**src/rtl/pipe_ctrl_pkg.sv**
```systemverilog
// Shared constants for the pipeline stall controller: stall patterns,
// stage bit positions and the multi-cycle sequencer state encoding.
package pipe_ctrl_pkg;

    localparam int STALL_W = 6;

    // Stage bit positions within the stall vector
    localparam int StgPc  = 0;
    localparam int StgIf  = 1;
    localparam int StgId  = 2;
    localparam int StgEx  = 3;
    localparam int StgMem = 4;
    localparam int StgWb  = 5;

    localparam logic [STALL_W-1:0] StallNone   = 6'b000000;
    localparam logic [STALL_W-1:0] StallFromId = 6'b000111;
    localparam logic [STALL_W-1:0] StallFromEx = 6'b001111;

    typedef enum logic {
        McIdle = 1'b0,
        McRun  = 1'b1
    } mc_state_e;

endpackage

```
**src/rtl/pipe_ctrl_sat_counter.sv**
```systemverilog
// Saturating up-counter with synchronous clear; holds at all-ones.
module pipe_ctrl_sat_counter #(
    parameter int W = 32
) (
    input  logic         clk,
    input  logic         rst,
    input  logic         inc,
    input  logic         clear,
    output logic [W-1:0] count
);

    logic [W-1:0] count_q;

    always_ff @(posedge clk or negedge rst) begin
        if (!rst) begin
            count_q <= '0;
        end else if (clear) begin
            count_q <= '0;
        end else if (inc && (count_q != {W{1'b1}})) begin
            count_q <= count_q + W'(1);
        end
    end

    assign count = count_q;

endmodule

```
**src/rtl/pipe_ctrl.sv**
```systemverilog
// Pipeline stall controller: merges ID/EX stall requests, sequences
// multi-cycle EX ops with a countdown, and counts stalled cycles.
module pipe_ctrl
    import pipe_ctrl_pkg::*;
#(
    parameter int CNT_W  = 6,
    parameter int PERF_W = 32
) (
    input  logic              clk,
    input  logic              rst,
    input  logic              stallreq_id,
    input  logic              stallreq_ex,
    input  logic              mc_start,
    input  logic [CNT_W-1:0]  mc_len,
    input  logic              flush,
    output logic [5:0]        stall,
    output logic              mc_busy,
    output logic              mc_done,
    output logic [PERF_W-1:0] stall_cycles
);

    mc_state_e        state_q, state_n;
    logic [CNT_W-1:0] cnt_q, cnt_n;
    logic             mc_stall;
    logic             done_raw;
    logic [5:0]       stall_raw;

    always_ff @(posedge clk or negedge rst) begin
        if (!rst) begin
            state_q <= McIdle;
            cnt_q   <= '0;
        end else begin
            state_q <= state_n;
            cnt_q   <= cnt_n;
        end
    end

    // The start cycle is itself a stalled EX cycle, hence the L-2 preload.
    always_comb begin
        state_n  = state_q;
        cnt_n    = cnt_q;
        mc_stall = 1'b0;
        done_raw = 1'b0;
        if (flush) begin
            state_n = McIdle;
            cnt_n   = '0;
        end else begin
            case (state_q)
                McIdle: begin
                    if (mc_start) begin
                        if (mc_len >= CNT_W'(2)) begin
                            mc_stall = 1'b1;
                            cnt_n    = mc_len - CNT_W'(2);
                            state_n  = McRun;
                        end else begin
                            done_raw = 1'b1;
                        end
                    end
                end
                McRun: begin
                    if (cnt_q != '0) begin
                        mc_stall = 1'b1;
                        cnt_n    = cnt_q - CNT_W'(1);
                    end else begin
                        done_raw = 1'b1;
                        state_n  = McIdle;
                    end
                end
                default: begin
                    state_n = McIdle;
                    cnt_n   = '0;
                end
            endcase
        end
    end

    always_comb begin
        stall_raw = StallNone;
        if (flush)
            stall_raw = StallNone;
        else if (stallreq_ex || mc_stall)
            stall_raw = StallFromEx;
        else if (stallreq_id)
            stall_raw = StallFromId;
    end

    // Outputs are forced quiet for the whole time reset is held low.
    assign stall   = rst ? stall_raw : StallNone;
    assign mc_done = rst & done_raw;
    assign mc_busy = rst & (state_q == McRun);

    pipe_ctrl_sat_counter #(
        .W (PERF_W)
    ) u_perf (
        .clk   (clk),
        .rst   (rst),
        .inc   (stall[StgPc]),
        .clear (1'b0),
        .count (stall_cycles)
    );

endmodule

```
**config.mk**
```make
export PLATFORM = sky130hd
export DESIGN_NAME = pipe_ctrl
export DESIGN_NICKNAME = d
export VERILOG_FILES = /design/src/rtl/pipe_ctrl_pkg.sv /design/src/rtl/pipe_ctrl_sat_counter.sv /design/src/rtl/pipe_ctrl.sv
export SDC_FILE = /design/constraint.sdc
export NUM_CORES = 1
export LEC_CHECK = 0
export CORE_ASPECT_RATIO = 1.4
export CORE_MARGIN = 1
export CORE_UTILIZATION = 35
export CTS_CLUSTER_DIAMETER = 200
export DETAILED_ROUTE_END_ITERATION = 10
export SYNTH_ARGS = -nofsm -noshare
export SYNTH_HDL_FRONTEND = slang
export SYNTH_SLANG_ARGS = --single-unit
```
**constraint.sdc**
```tcl
create_clock -name clk -period 1.6 [get_ports clk]
set_input_delay 0.16 -clock clk [delete_from_list [all_inputs] [get_ports clk]]
set_output_delay 0.16 -clock clk [all_outputs]
set_load 0.005 [all_outputs]
```
* Word-level counts from Yosys, hierarchy flattened
Index checks and enable logic that the tools add are counted.
** Cells by class
- $add $sub $neg :: 3
- Multiply operators :: 0
- Divide/modulo/power cells :: 0
- $lt $le $gt $ge :: 1
- Equal/unequal tests :: 4
- Shifts and indexed selects :: 0
- Muxes and demuxes :: 19
- Bitwise operators :: 3
- Reduce and logical (&&, ||, !) cells :: 4
** Operators by type and width (count)
- 6-bit 2-to-1 mux :: 6
- 32-bit by 1-bit adder with 32-bit output, second input constant :: 1
- 32-bit inequality test, second input constant :: 1
- 6-bit case mux with 2 select lines :: 1
- 1-bit 2-to-1 mux :: 8
- 6-bit by 2-bit greater-or-equal comparator with 1-bit output, second input constant :: 1
- 3-bit inequality test, second input constant :: 2
- 6-bit nonzero test :: 1
- 6-bit by 1-bit subtractor with 6-bit output, second input constant :: 1
- 6-bit by 2-bit subtractor with 6-bit output, second input constant :: 1
- 4-bit 2-to-1 mux :: 1
- 1-bit case mux with 2 select lines :: 2
- 3-bit 2-to-1 mux :: 1
- 3-bit by 2-bit inequality test with 1-bit output, second input constant :: 1
- 3-bit AND reduction :: 1
- 1-bit AND :: 2
- 1-bit logical AND :: 1
- 1-bit logical OR :: 1
- 1-bit NOT :: 1
** Storage, ports and cells
- Flip-flop bits (word level) :: 39
- Latch bits :: 0
- Memory bits (writable) :: 0
- Bits in read-only memories :: 0
- Output and inout port bits :: 40
- Word-level logic and storage cells :: 37
- Memories :: 0

* Logic depth before layout (Yosys ltp)
Gate-level depths: netlist of the first run.
- Depth after elaboration :: 10
- Gate-level depth with buffers :: 8

* By module
Synthesis of the first run repeated with hierarchy kept, for this count alone.
** Unflattened totals
- Cells, all modules :: 272
- Area total of the unflattened synthesis :: 2512.4 um^2
** Modules (own cells, without submodules)
- pipe_ctrl_sat_counter :: times used 1, cells an instance 198, area an instance 1854.3 um^2, sequential area each 800.8 um^2
- pipe_ctrl :: times used 1, cells an instance 74, area an instance 658.1 um^2, sequential area each 175.2 um^2

* Worst setup path before layout of the first run
No wires, ideal clock.
- Path kind :: flip-flop to flip-flop
- Start :: register u_perf.count_q[12], in the netlist u_perf.count[12]
- End :: register u_perf.count_q[31], in the netlist u_perf.count[31]
- Data arrival time :: 1.709 ns
- Slack :: -0.188 ns
- Stages on the path, launching flop included :: 8
- Path buffers :: 2
- Clock period less this slack :: 1.788 ns
- Cells stage by stage :: dfrtp_1 and4_4 and4_1 buf_2 and3_1 buf_2 nor4b_2 xor2_1
** Between the ends
- Longest elaborated chain between the ends :: 2
- Elaborated cells between the ends (all ways) :: 3
- Classes of those cells :: add/sub (1); eq/ne (1); reduce/logical (1)
** Ends and longest elaborated chain
- from (decl) :: line pipe_ctrl_sat_counter.sv:12 : logic [W-1:0] count_q;
- from (signal assigned) :: line pipe_ctrl_sat_counter.sv:20 : count_q <= count_q + W'(1);
- parallel branches: the longest is 2 deep, another holds 32-bit by 1-bit adder with 32-bit output
Several ways; the timed one is not identified.
A chain may end at the register's enable or synchronous reset.

* Final worst setup path of the first run
- Start :: register u_perf.count_q[0], in the netlist u_perf.count[0]
- End :: register u_perf.count_q[17], in the netlist u_perf.count[17]
The elaborated chain is that of the path after synthesis.

==> flow_metrics.py, run 1 <==
metrics = {
    "status": {
        "status": "finished, violations left",
        "violations": "DRC, setup timing",
    },
    "cells_and_area": {
        "layout_common_cells": "82 x buf_4, 39 x clkdlybuf4s50_1, 38 x dfrtp_1, 25 x xnor2_1, 17 x nand4_1",
        "area_growth_syn_to_layout_pct": 73.1,
        "drive_gt1_frac": 0.435,
        "final_cells": 458,
        "multiInputGateArea_sq_um": 1550,
        "layout_commonest_cell": "buf_4",
        "final_nets": 400,
        "nFillCells": 556,
        "antenna_cells": 0,
        "seqCellArea_sq_um": 977,
    },
    "setup_path": {
        "reg2reg_to": "u_perf.count[17]",
        "reg2reg_slack_ns": -0.18,
        "cp.arrival_ns": 1.99,
        "startpoint_type": "flop",
        "cp-end-kind": "flop",
        "required_ns": 1.82,
        "worstSetupStartpoint": "u_perf.count[0]",
        "r2r-start": "u_perf.count[0]",
        "worstPathMaxFanout": 6,
        "path_class": "reg -> reg",
        "ff2ff_path_depth": 8,
        "crit_end": "u_perf.count[17]",
    },
    "clock_network": {
        "cts-root-buf": "clkbuf_8",
        "cts_buffers": 5,
        "clock_latency_ns": 0.29,
        "clk_pin_slew_worst_paths_ns": 0.08,
        "h-tree-depth": 2,
        "clockBufferDepth": 2,
        "cts_tree": "yes",
        "cts_num_sinks": 39,
    },
    "floorplanning": {
        "rows": 35,
        "pin_count": 52,
        "die_x_um": 71.5,
        "chipHeight_um": 99.4,
        "core_sq_um": 6570,
        "start_util": 0.361,
        "die-area_sq_um": 7110,
    },
    "worst_hold_path": {
        "hold_path.class": "in -> reg",
    },
    "pwr": {
        "leakage_nw": 1.80,
        "powerDensity_nw_per_um2": 766,
        "ir_drop_mv": 0.353,
    },
    "synthesis": {
        "synth_area_leaders": "dfrtp_1 41%, xnor2_1 10%, nand4_1 4.5%, nand3_1 4.0%, nor3b_2 3.2%",
        "synth_area_per_cell_sq_um": 9.79,
        "netlist_instances": 242,
        "ys_types": 47,
        "synth_ff_type": "dfrtp_1",
        "ys_ff_latch": 39,
        "synth-edff-count": 0,
        "yosysSeqAreaShare": 0.412,
        "yosys_warnings": 0,
        "synth_largest_area_cell": "dfrtp_1",
        "async_flop_share": 1.00,
        "syn-cell-area_sq_um": 2370,
        "synth_top_cell_area_share": 0.412,
    },
    "sta": {
        "drv_slew": 0,
        "fin_crit_sh": 1.11,
        "hold_viol": 0,
        "fin_skew_ns": 0.00908,
        "setup_violations": 39,
        "setup_slack_ns": -0.178,
        "slew_headroom": 0.310,
        "rsz0062_at_grt": "true",
        "holdWs_ns": 0.347,
        "tightest_slew_ns": 1.03,
        "finalSetupTns_ns": -4.06,
        "max_freq_ghz": 0.562,
        "min_period_ns": 1.78,
    },
    "grt": {
        "use_met1": 0.221,
        "grt_pass1_wl_mm": 11.2,
        "gr-usage-met2": 0.377,
        "grt-busiest-layer": "met2",
        "grt_usage": 0.201,
        "grt_use_met3": 0.0314,
        "grt_pass1_vias": 2463,
        "grt_max_degree": 23,
        "antenna_found_initial": 0,
        "grt.overflow.total": 0,
    },
    "placement": {
        "dpl.cell_count": 427,
        "numPortBuffers": 49,
        "dpl.hpwl_mm": 4.69,
        "gp_congestion": 0.926,
        "dp_slack_ns": -0.592,
    },
    "routing": {
        "dr.pass1.iters": 7,
        "ant_nets": 0,
        "num_vias": 2444,
        "drc_errors": 2,
        "first_iter_violations": 63,
        "via_per_inst": 5.34,
        "totalWireLength_mm": 7.06,
        "wl_per_cell_um": 15.4,
    },
    "job": {
        "max_cap_viol_count": 0,
    },
}
critical path, cell delays in order, from the launching register on:
cell	delay, ns
dfrtp_1	0.38
buf_6	0.12
nand4_1	0.18
nor4_4	0.25
buf_4	0.22
buf_4	0.13
nand3_2	0.10
nor3b_4	0.18
xor2_1	0.15
metrics by stage:
step / area, sq um / power, mW / util
after floorplan: 2440 / 1.62 / -
after global placement: 3480 / 2.21 / 0.530
after detailed placement: 3480 / 2.24 / 0.530
after CTS: 3840 / 3.04 / 0.585
after global routing: 4100 / 3.32 / 0.624
final: 4100 / 3.14 / 0.624
power breakdown:
part	switching [mW]	internal, mW
logic	0.496	0.772
registers	0.103	1.10
clock network	0.332	0.338
total	0.931	2.21
logic make-up after synthesis:
| kind of cell | count (synthesis) | synth area share |
|---|---|---|
| AOI/OAI and AO/OA | 21 | 0.0613 |
| xor gates and xnor gates | 33 | 0.122 |
| adders and majority gates | 4 | 0.0211 |
| buffers and inverters | 25 | 0.0523 |
| DFF | 39 | 0.412 |
| muxes | 4 | 0.0174 |
| other | 1 | 0.00158 |
| and+or+nand+nor | 115 | 0.313 |
timing repair:
action | 4_1_cts | 5_1_grt
gates resized for setup | 53 | 42
hold buffers | 2 | 0
endpoints found under the setup margin | 41 | 43
endpoints found under the hold margin | 22 | 0
pin swaps | 22 | 23
cloned | 2 | 2
buffers inserted | 14 | 8
cell type report:
class                   count  share of cell area
clock inverters             1             0.00122
multi-input cells         180               0.378
inverters                   8             0.00732
clock buffers               6              0.0201
repair buffers            150               0.332
flip-flops and latches     39               0.238
well taps                  74              0.0226
cell usage after synthesis (3+ instances only):
cell type and count:
nand4_1 17, nor3b_2 6, nand4b_1 3, and2_1 5
a21oi_1 7, dfrtp_1 39, nand2_1 11, nor4_1 4
mux2i_1 3, buf_2 6, xor2_1 5, clkbuf_1 5
and3_1 9, nor2_1 16, inv_1 8, xnor2_1 28
buf_4 6, and4_1 3, nand3_1 19, ha_1 4
o21ai_0 5
layer usage:
layer  vias to the layer above  wire, um
met5                         -         0
met4                         0       174
met3                        21       244
met2                        78      3960
met1                      1195      2680
li1                       1150         -
how the worst min path moves through the flow:
stage               slack, ns          endpoint  cells past startpoint       from
global route             0.39          cnt_q[1]                      5  mc_len[1]
detailed placement       0.31  u_perf.count[14]                      2        rst
floorplan               -0.14          cnt_q[0]                      0        rst
global placement         0.30  u_perf.count[14]                      2        rst
finish                   0.35          cnt_q[1]                      5  mc_len[1]
CTS                      0.47          cnt_q[2]                      6  mc_len[2]
registers in the layout, summed over array words and instances, names as in the netlist:
register      flops
cnt_q             6
state_q           1
u_perf.count     32
Power figures use the tool's default switching activity.
==> run 2: changes to the inputs <==
--- a/config.mk
+++ b/config.mk
@@ -8,8 +8,9 @@
 export CORE_ASPECT_RATIO = 1.4
 export CORE_MARGIN = 1
 export CORE_UTILIZATION = 35
-export CTS_CLUSTER_DIAMETER = 200
+export CTS_CLUSTER_DIAMETER = 100
 export DETAILED_ROUTE_END_ITERATION = 10
+export GPL_ROUTABILITY_DRIVEN = 0
 export SYNTH_ARGS = -nofsm -noshare
 export SYNTH_HDL_FRONTEND = slang
 export SYNTH_SLANG_ARGS = --single-unit
==> results of run 2 <==
Same layout as run 1: the final DEF is identical, and so are final timing and power.
==> run 3: changes to the inputs <==
--- a/config.mk
+++ b/config.mk
@@ -8,9 +8,10 @@
 export CORE_ASPECT_RATIO = 1.4
 export CORE_MARGIN = 1
 export CORE_UTILIZATION = 35
-export CTS_CLUSTER_DIAMETER = 100
+export CTS_CLUSTER_DIAMETER = 80
 export DETAILED_ROUTE_END_ITERATION = 10
 export GPL_ROUTABILITY_DRIVEN = 0
 export SYNTH_ARGS = -nofsm -noshare
 export SYNTH_HDL_FRONTEND = slang
 export SYNTH_SLANG_ARGS = --single-unit
+export TNS_END_PERCENT = 100
==> results of run 3 <==
Same layout as run 1: the final DEF is identical, and so are final timing and power.
